<file path="config.mk">
export PLATFORM = sky130hd
export DESIGN_NAME = spi_lcd_rx
export DESIGN_NICKNAME = d
export VERILOG_FILES = /design/src/rtl/spi_lcd_rx_pkg.sv /design/src/rtl/spi_lcd_rx_shift.sv /design/src/rtl/spi_lcd_rx.sv
export SDC_FILE = /design/constraint.sdc
export NUM_CORES = 1
export LEC_CHECK = 0
export CAP_MARGIN = 20
export CORE_MARGIN = 10
export CORE_UTILIZATION = 45
export CTS_CLUSTER_DIAMETER = 200
export DETAILED_ROUTE_END_ITERATION = 7
export PLACE_DENSITY = 0.7
export SYNTH_ARGS = -nofsm -noshare
export SYNTH_HDL_FRONTEND = slang
export SYNTH_HIERARCHICAL = 1
export SYNTH_SLANG_ARGS = --single-unit
</file>
<file path="constraint.sdc">
create_clock -name sys_clk -period 3.4 [get_ports sys_clk]
set_input_delay 0.68 -clock sys_clk [delete_from_list [all_inputs] [get_ports sys_clk]]
set_output_delay 0.68 -clock sys_clk [all_outputs]
set_load 0.005 [all_outputs]
</file>
<file path="src/rtl/spi_lcd_rx_pkg.sv">
// -----------------------------------------------------------------------------
// spi_lcd_rx_pkg
// Shared definitions for the ST7735-side SPI receiver: command opcodes,
// decoder state encoding, coordinate width and a saturating counter helper.
// -----------------------------------------------------------------------------
package spi_lcd_rx_pkg;

    localparam int COORD_W = 9;

    localparam logic [7:0] CMD_SWRESET = 8'h01;
    localparam logic [7:0] CMD_CASET   = 8'h2A;
    localparam logic [7:0] CMD_RASET   = 8'h2B;
    localparam logic [7:0] CMD_RAMWR   = 8'h2C;

    typedef enum logic [1:0] {
        ST_IDLE  = 2'd0,
        ST_CASET = 2'd1,
        ST_RASET = 2'd2,
        ST_RAMWR = 2'd3
    } dec_state_e;

    // Increment that sticks at all-ones instead of wrapping.
    function automatic logic [15:0] sat_inc16(input logic [15:0] v);
        if (v == 16'hFFFF) begin
            return v;
        end else begin
            return v + 16'd1;
        end
    endfunction

endpackage

</file>
<file path="src/rtl/spi_lcd_rx_shift.sv">
// -----------------------------------------------------------------------------
// spi_lcd_rx_shift
// Byte-level front end of the LCD link receiver. Synchronises the four bus
// wires into sys_clk, detects SPI mode-0 rising edges and reassembles
// MSB-first bytes tagged with the dc level seen at the 8th edge.
//
// Ports:
//   sys_clk_i    system clock
//   sys_rst_n_i  synchronous active-low reset
//   cs_i         chip select, active low (asynchronous to sys_clk)
//   dc_i         0 = command, 1 = data (asynchronous)
//   sclk_i       SPI clock, mode 0 (asynchronous)
//   mosi_i       serial data, MSB first (asynchronous)
//   rx_valid_o   one-cycle pulse: a complete byte is on rx_data_o
//   rx_data_o    {dc, byte}, held until the next rx_valid_o
//   frame_err_o  one-cycle pulse: cs was released with a partial byte
// -----------------------------------------------------------------------------
module spi_lcd_rx_shift
    import spi_lcd_rx_pkg::*;
(
    input  logic       sys_clk_i,
    input  logic       sys_rst_n_i,
    input  logic       cs_i,
    input  logic       dc_i,
    input  logic       sclk_i,
    input  logic       mosi_i,
    output logic       rx_valid_o,
    output logic [8:0] rx_data_o,
    output logic       frame_err_o
);

    // Synchroniser stages. sclk and cs carry a third stage for edge detection;
    // dc and mosi only need to stay aligned with sclk's second stage.
    logic cs_s1_q, cs_s2_q, cs_s3_q;
    logic dc_s1_q, dc_s2_q;
    logic sclk_s1_q, sclk_s2_q, sclk_s3_q;
    logic mosi_s1_q, mosi_s2_q;

    logic       sclk_rise_s;
    logic       cs_rise_s;

    logic [6:0] shift_q, shift_d;
    logic [2:0] cnt_q, cnt_d;
    logic       rx_valid_q, rx_valid_d;
    logic [8:0] rx_data_q, rx_data_d;
    logic       frame_err_q, frame_err_d;

    // Two-flop synchronisers plus the extra edge-detect stages.
    always_ff @(posedge sys_clk_i) begin
        if (!sys_rst_n_i) begin
            cs_s1_q   <= 1'b1;
            cs_s2_q   <= 1'b1;
            cs_s3_q   <= 1'b1;
            dc_s1_q   <= 1'b0;
            dc_s2_q   <= 1'b0;
            sclk_s1_q <= 1'b0;
            sclk_s2_q <= 1'b0;
            sclk_s3_q <= 1'b0;
            mosi_s1_q <= 1'b0;
            mosi_s2_q <= 1'b0;
        end else begin
            cs_s1_q   <= cs_i;
            cs_s2_q   <= cs_s1_q;
            cs_s3_q   <= cs_s2_q;
            dc_s1_q   <= dc_i;
            dc_s2_q   <= dc_s1_q;
            sclk_s1_q <= sclk_i;
            sclk_s2_q <= sclk_s1_q;
            sclk_s3_q <= sclk_s2_q;
            mosi_s1_q <= mosi_i;
            mosi_s2_q <= mosi_s1_q;
        end
    end

    assign sclk_rise_s = sclk_s2_q & ~sclk_s3_q;
    assign cs_rise_s   = cs_s2_q & ~cs_s3_q;

    // Shift/count next-state; a cs release takes priority and drops partial bits.
    always_comb begin
        shift_d     = shift_q;
        cnt_d       = cnt_q;
        rx_valid_d  = 1'b0;
        rx_data_d   = rx_data_q;
        frame_err_d = 1'b0;
        if (cs_rise_s) begin
            shift_d     = 7'd0;
            cnt_d       = 3'd0;
            frame_err_d = (cnt_q != 3'd0);
        end else if (!cs_s2_q && sclk_rise_s) begin
            shift_d = {shift_q[5:0], mosi_s2_q};
            // 3'd7 + 1 wraps the counter back to zero on the 8th edge.
            cnt_d   = cnt_q + 3'd1;
            if (cnt_q == 3'd7) begin
                rx_valid_d = 1'b1;
                rx_data_d  = {dc_s2_q, shift_q, mosi_s2_q};
                shift_d    = 7'd0;
            end else begin
                rx_valid_d = 1'b0;
            end
        end else begin
            cnt_d = cnt_q;
        end
    end

    // Shifter state and registered outputs.
    always_ff @(posedge sys_clk_i) begin
        if (!sys_rst_n_i) begin
            shift_q     <= 7'd0;
            cnt_q       <= 3'd0;
            rx_valid_q  <= 1'b0;
            rx_data_q   <= 9'd0;
            frame_err_q <= 1'b0;
        end else begin
            shift_q     <= shift_d;
            cnt_q       <= cnt_d;
            rx_valid_q  <= rx_valid_d;
            rx_data_q   <= rx_data_d;
            frame_err_q <= frame_err_d;
        end
    end

    assign rx_valid_o  = rx_valid_q;
    assign rx_data_o   = rx_data_q;
    assign frame_err_o = frame_err_q;

endmodule

</file>
<file path="src/rtl/spi_lcd_rx.sv">
// -----------------------------------------------------------------------------
// spi_lcd_rx
// Display-side model of the ST7735 SPI link. Bytes from spi_lcd_rx_shift are
// decoded (CASET / RASET / RAMWR / SWRESET) into addressed RGB565 pixel writes
// that walk the current address window.
//
// Optional build macro: SPI_LCD_RX_STATS_EN adds saturating cmd_cnt/pix_cnt
// outputs (SWRESET clears pix_cnt only).
//
// Parameters:
//   COL_MAX  panel width  (reset window xe = COL_MAX-1)
//   ROW_MAX  panel height (reset window ye = ROW_MAX-1)
// Ports:
//   sys_clk, sys_rst_n             clock, synchronous active-low reset
//   lcd_cs, lcd_dc, lcd_sclk, lcd_mosi  4-wire SPI bus (mode 0)
//   rx_valid / rx_data             received byte pulse and {dc, byte}
//   pix_valid / pix_x / pix_y / pix_color  pixel write pulse and payload
//   win_done                       pulses with the pixel at (xe, ye)
//   frame_err                      cs released mid-byte
//   cmd_cnt, pix_cnt               statistics (SPI_LCD_RX_STATS_EN only)
// -----------------------------------------------------------------------------
module spi_lcd_rx
    import spi_lcd_rx_pkg::*;
#(
    parameter int COL_MAX = 128,
    parameter int ROW_MAX = 160
) (
    input  logic               sys_clk,
    input  logic               sys_rst_n,
    input  logic               lcd_cs,
    input  logic               lcd_dc,
    input  logic               lcd_sclk,
    input  logic               lcd_mosi,
    output logic               rx_valid,
    output logic [8:0]         rx_data,
    output logic               pix_valid,
    output logic [COORD_W-1:0] pix_x,
    output logic [COORD_W-1:0] pix_y,
    output logic [15:0]        pix_color,
    output logic               win_done,
`ifdef SPI_LCD_RX_STATS_EN
    output logic [15:0]        cmd_cnt,
    output logic [15:0]        pix_cnt,
`endif
    output logic               frame_err
);

    localparam logic [COORD_W-1:0] XE_RST = COORD_W'(COL_MAX - 1);
    localparam logic [COORD_W-1:0] YE_RST = COORD_W'(ROW_MAX - 1);

    logic       rx_valid_s;
    logic [8:0] rx_data_s;
    logic [7:0] rx_byte_s;

    dec_state_e state_q, state_d;
    logic [COORD_W-1:0] xs_q, xs_d, xe_q, xe_d, ys_q, ys_d, ye_q, ye_d;
    logic [COORD_W-1:0] x_q, x_d, y_q, y_d;
    logic               phase_q, phase_d;     // 1 = hi pixel byte already held
    logic [7:0]         hi_q, hi_d;
    logic [1:0]         pcnt_q, pcnt_d;       // CASET/RASET parameter index
    logic [COORD_W-1:0] start_q, start_d;
    logic               end_hi_q, end_hi_d;   // bit 8 of the window end value
    logic               pix_valid_q, pix_valid_d;
    logic [COORD_W-1:0] pix_x_q, pix_x_d, pix_y_q, pix_y_d;
    logic [15:0]        pix_color_q, pix_color_d;
    logic               win_done_q, win_done_d;

    spi_lcd_rx_shift u_shift (
        .sys_clk_i   (sys_clk),
        .sys_rst_n_i (sys_rst_n),
        .cs_i        (lcd_cs),
        .dc_i        (lcd_dc),
        .sclk_i      (lcd_sclk),
        .mosi_i      (lcd_mosi),
        .rx_valid_o  (rx_valid_s),
        .rx_data_o   (rx_data_s),
        .frame_err_o (frame_err)
    );

    assign rx_byte_s = rx_data_s[7:0];

    // Decoder next-state: commands always win; data bytes act per state.
    always_comb begin
        state_d     = state_q;
        xs_d        = xs_q;
        xe_d        = xe_q;
        ys_d        = ys_q;
        ye_d        = ye_q;
        x_d         = x_q;
        y_d         = y_q;
        phase_d     = phase_q;
        hi_d        = hi_q;
        pcnt_d      = pcnt_q;
        start_d     = start_q;
        end_hi_d    = end_hi_q;
        pix_valid_d = 1'b0;
        pix_x_d     = pix_x_q;
        pix_y_d     = pix_y_q;
        pix_color_d = pix_color_q;
        win_done_d  = 1'b0;
        if (rx_valid_s) begin
            if (!rx_data_s[8]) begin
                // Any command aborts pending parameters or half pixels.
                phase_d = 1'b0;
                pcnt_d  = 2'd0;
                case (rx_byte_s)
                    CMD_CASET: state_d = ST_CASET;
                    CMD_RASET: state_d = ST_RASET;
                    CMD_RAMWR: begin
                        state_d = ST_RAMWR;
                        x_d     = xs_q;
                        y_d     = ys_q;
                    end
                    CMD_SWRESET: begin
                        state_d = ST_IDLE;
                        xs_d    = 9'd0;
                        xe_d    = XE_RST;
                        ys_d    = 9'd0;
                        ye_d    = YE_RST;
                    end
                    default: state_d = ST_IDLE;
                endcase
            end else begin
                case (state_q)
                    ST_CASET, ST_RASET: begin
                        pcnt_d = pcnt_q + 2'd1;
                        case (pcnt_q)
                            2'd0: start_d[8]   = rx_byte_s[0];
                            2'd1: start_d[7:0] = rx_byte_s;
                            2'd2: end_hi_d     = rx_byte_s[0];
                            2'd3: begin
                                state_d = ST_IDLE;
                                if (state_q == ST_CASET) begin
                                    xs_d = start_q;
                                    xe_d = {end_hi_q, rx_byte_s};
                                end else begin
                                    ys_d = start_q;
                                    ye_d = {end_hi_q, rx_byte_s};
                                end
                            end
                            default: pcnt_d = 2'd0;
                        endcase
                    end
                    ST_RAMWR: begin
                        if (!phase_q) begin
                            hi_d    = rx_byte_s;
                            phase_d = 1'b1;
                        end else begin
                            phase_d     = 1'b0;
                            pix_valid_d = 1'b1;
                            pix_x_d     = x_q;
                            pix_y_d     = y_q;
                            pix_color_d = {hi_q, rx_byte_s};
                            // Equality (not range) compares: an inverted
                            // window just snaps back to start every pixel.
                            if (x_q == xe_q) begin
                                x_d = xs_q;
                                if (y_q == ye_q) begin
                                    y_d        = ys_q;
                                    win_done_d = 1'b1;
                                end else begin
                                    y_d = y_q + 9'd1;
                                end
                            end else begin
                                x_d = x_q + 9'd1;
                            end
                        end
                    end
                    default: state_d = state_q;
                endcase
            end
        end else begin
            pix_valid_d = 1'b0;
        end
    end

    // Decoder state, window, cursor and registered pixel outputs.
    always_ff @(posedge sys_clk) begin
        if (!sys_rst_n) begin
            state_q     <= ST_IDLE;
            xs_q        <= 9'd0;
            xe_q        <= XE_RST;
            ys_q        <= 9'd0;
            ye_q        <= YE_RST;
            x_q         <= 9'd0;
            y_q         <= 9'd0;
            phase_q     <= 1'b0;
            hi_q        <= 8'd0;
            pcnt_q      <= 2'd0;
            start_q     <= 9'd0;
            end_hi_q    <= 1'b0;
            pix_valid_q <= 1'b0;
            pix_x_q     <= 9'd0;
            pix_y_q     <= 9'd0;
            pix_color_q <= 16'd0;
            win_done_q  <= 1'b0;
        end else begin
            state_q     <= state_d;
            xs_q        <= xs_d;
            xe_q        <= xe_d;
            ys_q        <= ys_d;
            ye_q        <= ye_d;
            x_q         <= x_d;
            y_q         <= y_d;
            phase_q     <= phase_d;
            hi_q        <= hi_d;
            pcnt_q      <= pcnt_d;
            start_q     <= start_d;
            end_hi_q    <= end_hi_d;
            pix_valid_q <= pix_valid_d;
            pix_x_q     <= pix_x_d;
            pix_y_q     <= pix_y_d;
            pix_color_q <= pix_color_d;
            win_done_q  <= win_done_d;
        end
    end

`ifdef SPI_LCD_RX_STATS_EN
    logic        cmd_seen_s;
    logic        swreset_s;
    logic [15:0] cmd_cnt_q, cmd_cnt_d, pix_cnt_q, pix_cnt_d;

    assign cmd_seen_s = rx_valid_s & ~rx_data_s[8];
    assign swreset_s  = cmd_seen_s & (rx_byte_s == CMD_SWRESET);

    // Statistics next-state; pix_cnt follows the registered pix_valid pulse.
    always_comb begin
        cmd_cnt_d = cmd_cnt_q;
        pix_cnt_d = pix_cnt_q;
        if (cmd_seen_s) begin
            cmd_cnt_d = sat_inc16(cmd_cnt_q);
        end else begin
            cmd_cnt_d = cmd_cnt_q;
        end
        if (swreset_s) begin
            pix_cnt_d = 16'd0;
        end else if (pix_valid_q) begin
            pix_cnt_d = sat_inc16(pix_cnt_q);
        end else begin
            pix_cnt_d = pix_cnt_q;
        end
    end

    // Statistics registers.
    always_ff @(posedge sys_clk) begin
        if (!sys_rst_n) begin
            cmd_cnt_q <= 16'd0;
            pix_cnt_q <= 16'd0;
        end else begin
            cmd_cnt_q <= cmd_cnt_d;
            pix_cnt_q <= pix_cnt_d;
        end
    end

    assign cmd_cnt = cmd_cnt_q;
    assign pix_cnt = pix_cnt_q;
`endif

    assign rx_valid  = rx_valid_s;
    assign rx_data   = rx_data_s;
    assign pix_valid = pix_valid_q;
    assign pix_x     = pix_x_q;
    assign pix_y     = pix_y_q;
    assign pix_color = pix_color_q;
    assign win_done  = win_done_q;

endmodule

</file>
# After elaboration in Yosys (flattened, before gate mapping)
# Index checks and enable logic that the tools add are counted.
# totals
regBits	144
mem_bits_rw	0
out_inout_bits	47
mem_count	0
latch_bits	0
inputBits	6
elab_cells	133
rom_bits	0
# classes
bitwise	8
n_shift	0
n_lt_le_gt_ge	0
n_mux	43
eq_ne	20
reduce_logical	25
n_addsub	4
multipliers	0
div	0
# op_table
cell	count
$mux W9	30
$reduce_and A4 Y1	7
$eq A8 B6 Y1 const B	3
$add A9 B1 Y9 const B	2
$eq A9 B9 Y1	2
$reduce_and A5 Y1	3
$ne A2 B2 Y1 const B	7
$mux W2	5
$eq A2 B2 Y1 const B	4
$eq A8 B1 Y1 const B	1
$mux W7	1
$mux W1	6
$not A1 Y1	6
$pmux W2 S3	1
$reduce_and A2 Y1	3
$reduce_and A3 Y1	2
$reduce_and A6 Y1	1
$eq A2 B1 Y1 const B	2
$reduce_bool A2 Y1	2
$reduce_or A2 Y1	2
$add A3 B1 Y3 const B	1
$eq A3 B3 Y1 const B	1
$reduce_bool A3 Y1	1
$reduce_or A3 Y1	1
5 further kinds	6

# Depth between registers and ports, before layout
# Gate-level depths: netlist of the first run.
# depth
word_depth	6
depth_mapped	8
depth_no_buf	7

# Modules after synthesis
# Netlist of the first run, hierarchy kept.
# modules_own_cells
module	n_inst	area_each_um2	seq_area_each_um2	cells_per_inst
spi_lcd_rx	1	4640.7	2262.2	533
spi_lcd_rx_shift	1	1118.6	620.6	119

# Worst setup path before layout of the first run
# No wires, ideal clock.
# synth_path
path_kind	reg-to-reg
from	register u_shift.rx_data_q[1], in the netlist u_shift/rx_data_o[1]
to	register xe_q[7]
path_slack_ps	1529
arrival_ps	1754
required_time_ps	3283
stages_incl_launch_ff	8
period_less_slack_ps	1871
path_cell_list	dfxtp_1 -> or4b_1 -> nor4_2 -> a21o_1 -> nand2_1 -> o21a_1 -> buf_6 -> a22o_1
# synth_between
elab_chain_len	3
# synth_lines
element	line_no	source
from (decl)	spi_lcd_rx_shift.sv:45	logic [8:0] rx_data_q, rx_data_d;
from (signal assigned)	spi_lcd_rx_shift.sv:117	rx_data_q <= rx_data_d;
$eq A8 B1 Y1	spi_lcd_rx.sv:106	case (rx_byte_s)
$reduce_bool A2 Y1 (no source line)	-	
$reduce_and A5 Y1 (no source line)	-	
to (signal assigned)	spi_lcd_rx.sv:182	xe_q <= XE_RST;
to (signal assigned)	spi_lcd_rx.sv:200	xe_q <= xe_d;
to (decl)	spi_lcd_rx.sv:56	logic [COORD_W-1:0] xs_q, xs_d, xe_q, xe_d, ys_q, ys_d, ye_q, ye_d;
# No other way between the ends.
# A chain may end at the register's enable or synchronous reset.

# Final worst setup path of the first run
# layout_path
from	register u_shift.rx_data_q[8], in the netlist u_shift/rx_data_o[8]
to	output port rx_data[8]
# layout_lines
element	line_no	source
to (decl)	spi_lcd_rx.sv:35	output logic [8:0] rx_data,
# No word-level cell between the ends.

==> impl_metrics.tcl, run 1 <==
set metrics [dict create \
    arrival_ns 1.76 \
    grt_overflow 0 \
    worstPathCellList "clkdlybuf4s50_1" \
    setup_viol 0 \
    syn_area_per_cell_sq_um 8.83 \
    grt_use_total_pct 16.4 \
    cts_sinks 144 \
    diodes 0 \
    placed_area_sq_um 6450 \
    cp_num_buf_inv 1 \
    final_util_pct 56.3 \
    relSlewSlack_pct 42.4 \
    min_path_type "flop to flop" \
    worstSetupPathType "flop to primary output" \
    root_buffer "clkbuf_16" \
    finalClockSkew_ns 0.00571 \
    leakagePower_nw 2.49 \
    holdPathStages 1 \
    cp_max_fo 15 \
    first_pass_iters 4 \
    cpPeakStageDelay_ns 0.69 \
    cts_post_setup_buffers_inserted 0 \
    die_h_microns 133 \
    ios 53 \
    rsz0062_at_grt "no" \
    initial_core_util_pct 45.8 \
    dp_hpwl_microns 10200 \
    postRouteWirelength_microns 14300 \
    via_per_inst 5.46 \
    antenna_found_initial 0 \
    gp_congestion 0.822 \
    stdcell_count 890 \
    coreArea_sq_um 12600 \
    start_kind "flop" \
    synth_area_sq_um 5760 \
    maxCapViolCount 0 \
    fin_ws_ns 0.959 \
    grt_pass1_wl_microns 23700 \
    tightestPinTransition_ns 0.862 \
    drt_first_iter_violations 452 \
    total_power_mw 3.68 \
    fin_hold_ws_ns 0.410 \
    rows 41 \
    drive_gt1_share_pct 8.91 \
    r2r_cells 6 \
    synth_cells 652 \
    fin_crit_sh_pct 71.8 \
    cts_buffers 17 \
    reg2reg_from "x_q[3]" \
    fin_area_sq_um 7070 \
    die_w_microns 133 \
    synth-seq-cells 144 \
    grt_max_degree 37 \
    ir_drop_mv 0.363 \
    yosys_warnings 6 \
    htree_num_levels 4 \
    syn_to_final_growth_pct 22.8 \
    io_buffers 52 \
    ant_nets 0 \
    reg2reg_slack_ns 1.05 \
    finalHoldViolCount 0 \
    synth_seq_area_share_pct 50.1 \
    min_from "u_shift/cs_s1_q" \
    cts_hold_buf 0 \
    synth_ff_type "dfxtp_1" \
    route.detailed.drc 0 \
    syn_nets 669 \
    first_global_vias 4634 \
    wl_per_cell_microns 16.1 \
    final_nets 722 \
    dp_slack_ns 1.02 \
    cts_tree "yes" \
    fin_setup_tns_ns 0 \
    p_per_area_nw_per_um2 521 \
    clockBufferDepth 2 \
    crit_required_ns 2.72 \
    vias 4855 \
    dp_cells 858 \
    synth_edf_count 0 \
    hold_end "u_shift/cs_s2_q" \
    rr_endpoint "y_q[2]" \
    crit_path_end_kind "primary output" \
    synth_cell_types 58 \
    clk_latency_ns 0.42 \
    cts_resized 0 \
    crit_slowest_cell "dfxtp_1" \
    slew_viol_final 0 \
    status "completed" \
    fmax_ghz 0.410 \
    min_period_ns 2.44 \
    path_clk_slew_ns 0.06 \
    synthArstFlopShare_pct 0 \
    critPathTopFamily "flip-flops" \
    fill_cells 1139 \
    dieArea_sq_um 17700 \
]
cell usage in the layout, fill, tap and decap left out, types with 4 or more instances in the layout:
| master | n |
|---|---|
| buf_4 | 15 |
| nand2_1 | 155 |
| dfxtp_1 | 144 |
| nand2b_1 | 4 |
| a32oi_1 | 4 |
| clkinvlp_4 | 4 |
| xor2_1 | 19 |
| clkdlybuf4s50_1 | 52 |
| o22a_1 | 13 |
| nor2_1 | 26 |
| nand3_1 | 33 |
| o22ai_1 | 6 |
| mux2i_1 | 7 |
| bufinv_16 | 4 |
| o21ai_0 | 8 |
| nor3_1 | 6 |
| nand3b_1 | 9 |
| a22o_1 | 23 |
| inv_1 | 9 |
| clkbuf_16 | 17 |
| and2_1 | 9 |
| ha_1 | 11 |
| a22oi_1 | 5 |
| a21oi_1 | 73 |
per-layer routing:
layer  up-vias  GRT usage, %  share of wire, %
met5         -             0                 0
met4         0          6.65               2.0
met3        20          5.41               7.8
met2       162          25.9                47
met1      2292          20.3                44
li1       2381             -                 -
synthesized netlist by cell type (all sizes together), types with 3 or more instances:
cell	instances	area share (%)
nand3	33	2.9
o22ai	6	0.65
a21oi	74	6.5
ha	11	2.4
xor2	19	2.9
o22a	13	2.0
dfxtp	144	50
mux2i	7	1.2
clkbuf	18	1.2
nand2b	4	0.43
inv	10	0.65
o21ai	11	1.0
xnor2	3	0.46
nor3	6	0.52
a32oi	4	0.61
mux2	3	0.59
buf	15	1.5
nand3b	9	1.2
a22oi	5	0.65
nor2	28	1.9
nor4	5	0.91
a22o	23	3.5
a31oi	4	0.54
or3	4	0.52
nor2b	3	0.33
and2	10	1.1
nand2	155	10
logic make-up after synthesis:
kind of cell	count (synthesis)	synth area share, %
simple gates	271	22.1
compound gates	151	17.0
flops	144	50.1
buf+inv	43	3.35
xor+xnor	22	3.35
fa+ha+maj	11	2.39
mux	10	1.80
where the power goes:
| part | switching [mW] | internal, mW | total (mW) | leakage [nW] |
|---|---|---|---|---|
| Combinational | 0.0339 | 0.0139 | 0.0478 | 1.04 |
| Clock | 0.710 | 1.23 | 1.94 | 0.290 |
| Sequential | 0.00306 | 1.69 | 1.70 | 1.16 |
| Total | 0.747 | 2.94 | 3.68 | 2.49 |
worst register-to-register path: stages, from the launching register on:
cell      delay [ns]
dfxtp_1         0.48
xor2_1          0.11
nor4_1          0.35
nand3_1         0.31
a21oi_2         0.47
nand2_1         0.28
o221ai_1        0.26
cell type report:
type,instances,area (sq um),share of cell area (%)
Clock inverter,13,186,2.64
Timing Repair Buffer,67,633,8.95
Sequential cell,144,2880,40.7
Clock buffer,19,433,6.12
Multi-Input combinational cell,465,2690,38.0
Tap cell,172,215,3.04
Inverter,10,37.5,0.531
worst max path at each step:
| stage | slack [ns] | end | depth (start not counted) | from |
|---|---|---|---|---|
| floorplan | 1.53 | xe_q[7] | 7 | u_shift/rx_data_o[1] |
| global placement | 1.08 | ye_q[5] | 4 | sys_rst_n |
| detailed placement | 1.02 | ye_q[5] | 4 | sys_rst_n |
| CTS | 0.95 | rx_data[8] | 1 | u_shift/rx_data_o[8] |
| global route | 0.84 | ys_q[4] | 6 | u_shift/rx_data_o[8] |
| finish | 0.96 | rx_data[8] | 1 | u_shift/rx_data_o[8] |
sequential cells by signal, summed over array words and instances (netlist names), 2 cells and up:
register           count
ys_q                   9
pix_x                  9
u_shift/cnt_q          3
state_q                2
pcnt_q                 2
ye_q                   9
xe_q                   9
y_q                    9
xs_q                   9
pix_y                  9
u_shift/shift_q        7
u_shift/rx_data_o      9
start_q                9
pix_color             16
hi_q                   8
x_q                    9
Power figures use the tool's default switching activity.
==> run 2: changes to the inputs <==
Settings changed: PLACE_DENSITY 0.7 to 0.72.
Clock period 3.4 ns to 2 ns, I/O delays scaled along.
==> impl_metrics.tcl, run 2 (synthesis gave the netlist of run 1 again) <==
set metrics [dict create \
    status "completed" \
    wl_met2_microns 7080 \
    cp_max_fo 6 \
    relSlewSlack_pct 45.1 \
    grt_use_total_pct 16.3 \
    stdcell_count 917 \
    setup_viol 0 \
    wl_met3_microns 875 \
    ios 53 \
    leakagePower_nw 2.69 \
    dp_slack_ns -0.0768 \
    cp_num_buf_inv 1 \
    path_clk_slew_ns 0.06 \
    tightestPinTransition_ns 0.818 \
    syn_to_final_growth_pct 28.2 \
    first_global_vias 4647 \
    crit_path_end_kind "flop" \
    drt_first_iter_violations 362 \
    cpPeakStageDelay_ns 0.42 \
    route.detailed.drc 0 \
    arrival_ns 2.28 \
    initial_core_util_pct 45.8 \
    fin_setup_tns_ns 0 \
    cts_buffers 17 \
    vias 4915 \
    top_layer "met4" \
    total_power_mw 6.58 \
    maxCapViolCount 0 \
    min_path_type "flop to flop" \
    worstPathCellList "or3_4 > nor4_4 > o21ai_2 > a21oi_2 > buf_4 > a22oi_1 > a21oi_1" \
    dp_cells 885 \
    coreArea_sq_um 12600 \
    wl_met1_microns 6410 \
    worstSetupPathType "flop to flop" \
    slew_viol_final 0 \
    grt_max_degree 42 \
    diodes 0 \
    via_per_inst 5.36 \
    grt_overflow 0 \
    rsz0062_at_grt "no" \
    critPathTopFamily "simple AND/OR/NAND/NOR gates" \
    ant_nets 0 \
    htree_num_levels 4 \
    postRouteWirelength_microns 14600 \
    cts_post_setup_buffers_inserted 0 \
    root_buffer "clkbuf_16" \
    largest_reg_flops 16 \
    finalClockSkew_ns 0.00558 \
    antenna_found_initial 0 \
    start_kind "flop" \
    ir_drop_mv 0.748 \
    wl_per_cell_microns 15.9 \
    io_buffers 52 \
    dp_hpwl_microns 10600 \
    fin_ws_ns 0.0672 \
    cts_resized 0 \
    cts_sinks 144 \
    min_period_ns 1.93 \
    drive_gt1_share_pct 13.7 \
    reg2reg_slack_ns 0.07 \
    gp_congestion 0.864 \
    final_cell_mix "154 x nand2_1, 142 x dfxtp_1, 72 x a21oi_1" \
    final_nets 749 \
    dieArea_sq_um 17700 \
    clk_latency_ns 0.42 \
    clockBufferDepth 2 \
    rows 41 \
    finalHoldViolCount 0 \
    p_per_area_nw_per_um2 891 \
    crit_required_ns 2.35 \
    crit_slowest_cell "or3_4" \
    final_common_cell "nand2_1" \
    fin_crit_sh_pct 96.6 \
    die_w_microns 133 \
    cts_tree "yes" \
    fmax_ghz 0.517 \
    first_pass_iters 7 \
    fin_hold_ws_ns 0.412 \
    cts_hold_buf 0 \
    die_h_microns 133 \
    grt_pass1_wl_microns 23500 \
]
-- run 2: changes by cell type in the layout (fill, tap and decap cells not counted), moves of 2 or more --
cell,before,now
buf_4,15,41
bufinv_16,4,6
clkbuf_1,2,0
clkbuf_8,0,2
dfxtp_1,144,142
dfxtp_2,0,2
-- run 2: layer usage --
metal | up-vias | global-route usage, %
met5 | - | 0
met4 | 0 | 5.74
met3 | 24 | 5.64
met2 | 127 | 27.3
met1 | 2327 | 19.0
li1 | 2437 | -
-- run 2: final timing paths --
path                                           start         endpoint  cells past startpoint
worst min-delay path                 u_shift/cs_s1_q  u_shift/cs_s2_q                      1
worst min register to register       u_shift/cs_s1_q  u_shift/cs_s2_q                      1
worst max-delay path            u_shift/rx_data_o[7]           x_q[8]                      7
worst max register to register  u_shift/rx_data_o[7]           x_q[8]                      7
-- run 2: area by class of cell --
| type | count | area (sq um) |
|---|---|---|
| fill | 1094 | 5180 |
| sequential | 144 | 2890 |
| multi-input combinational | 465 | 2710 |
| timing repair buffer | 94 | 851 |
| clock buffer | 19 | 453 |
| clock inverter | 13 | 233 |
| tap | 172 | 215 |
| inverter | 10 | 37.5 |
-- run 2: metrics by stage --
stage	utilization, %	area [sq um]
final	58.7	7380
after detailed placement	53.1	6670
after global placement	53.1	6670
after global routing	58.7	7380
after CTS	58.5	7360
after floorplan	-	5760
-- run 2: report_power, final --
group / leakage, nW / switching, mW / internal, mW
Combinational: 1.21 / 0.0575 / 0.0308
Sequential: 1.16 / 0.00490 / 2.88
Clock: 0.322 / 1.20 / 2.41
Total: 2.69 / 1.26 / 5.31
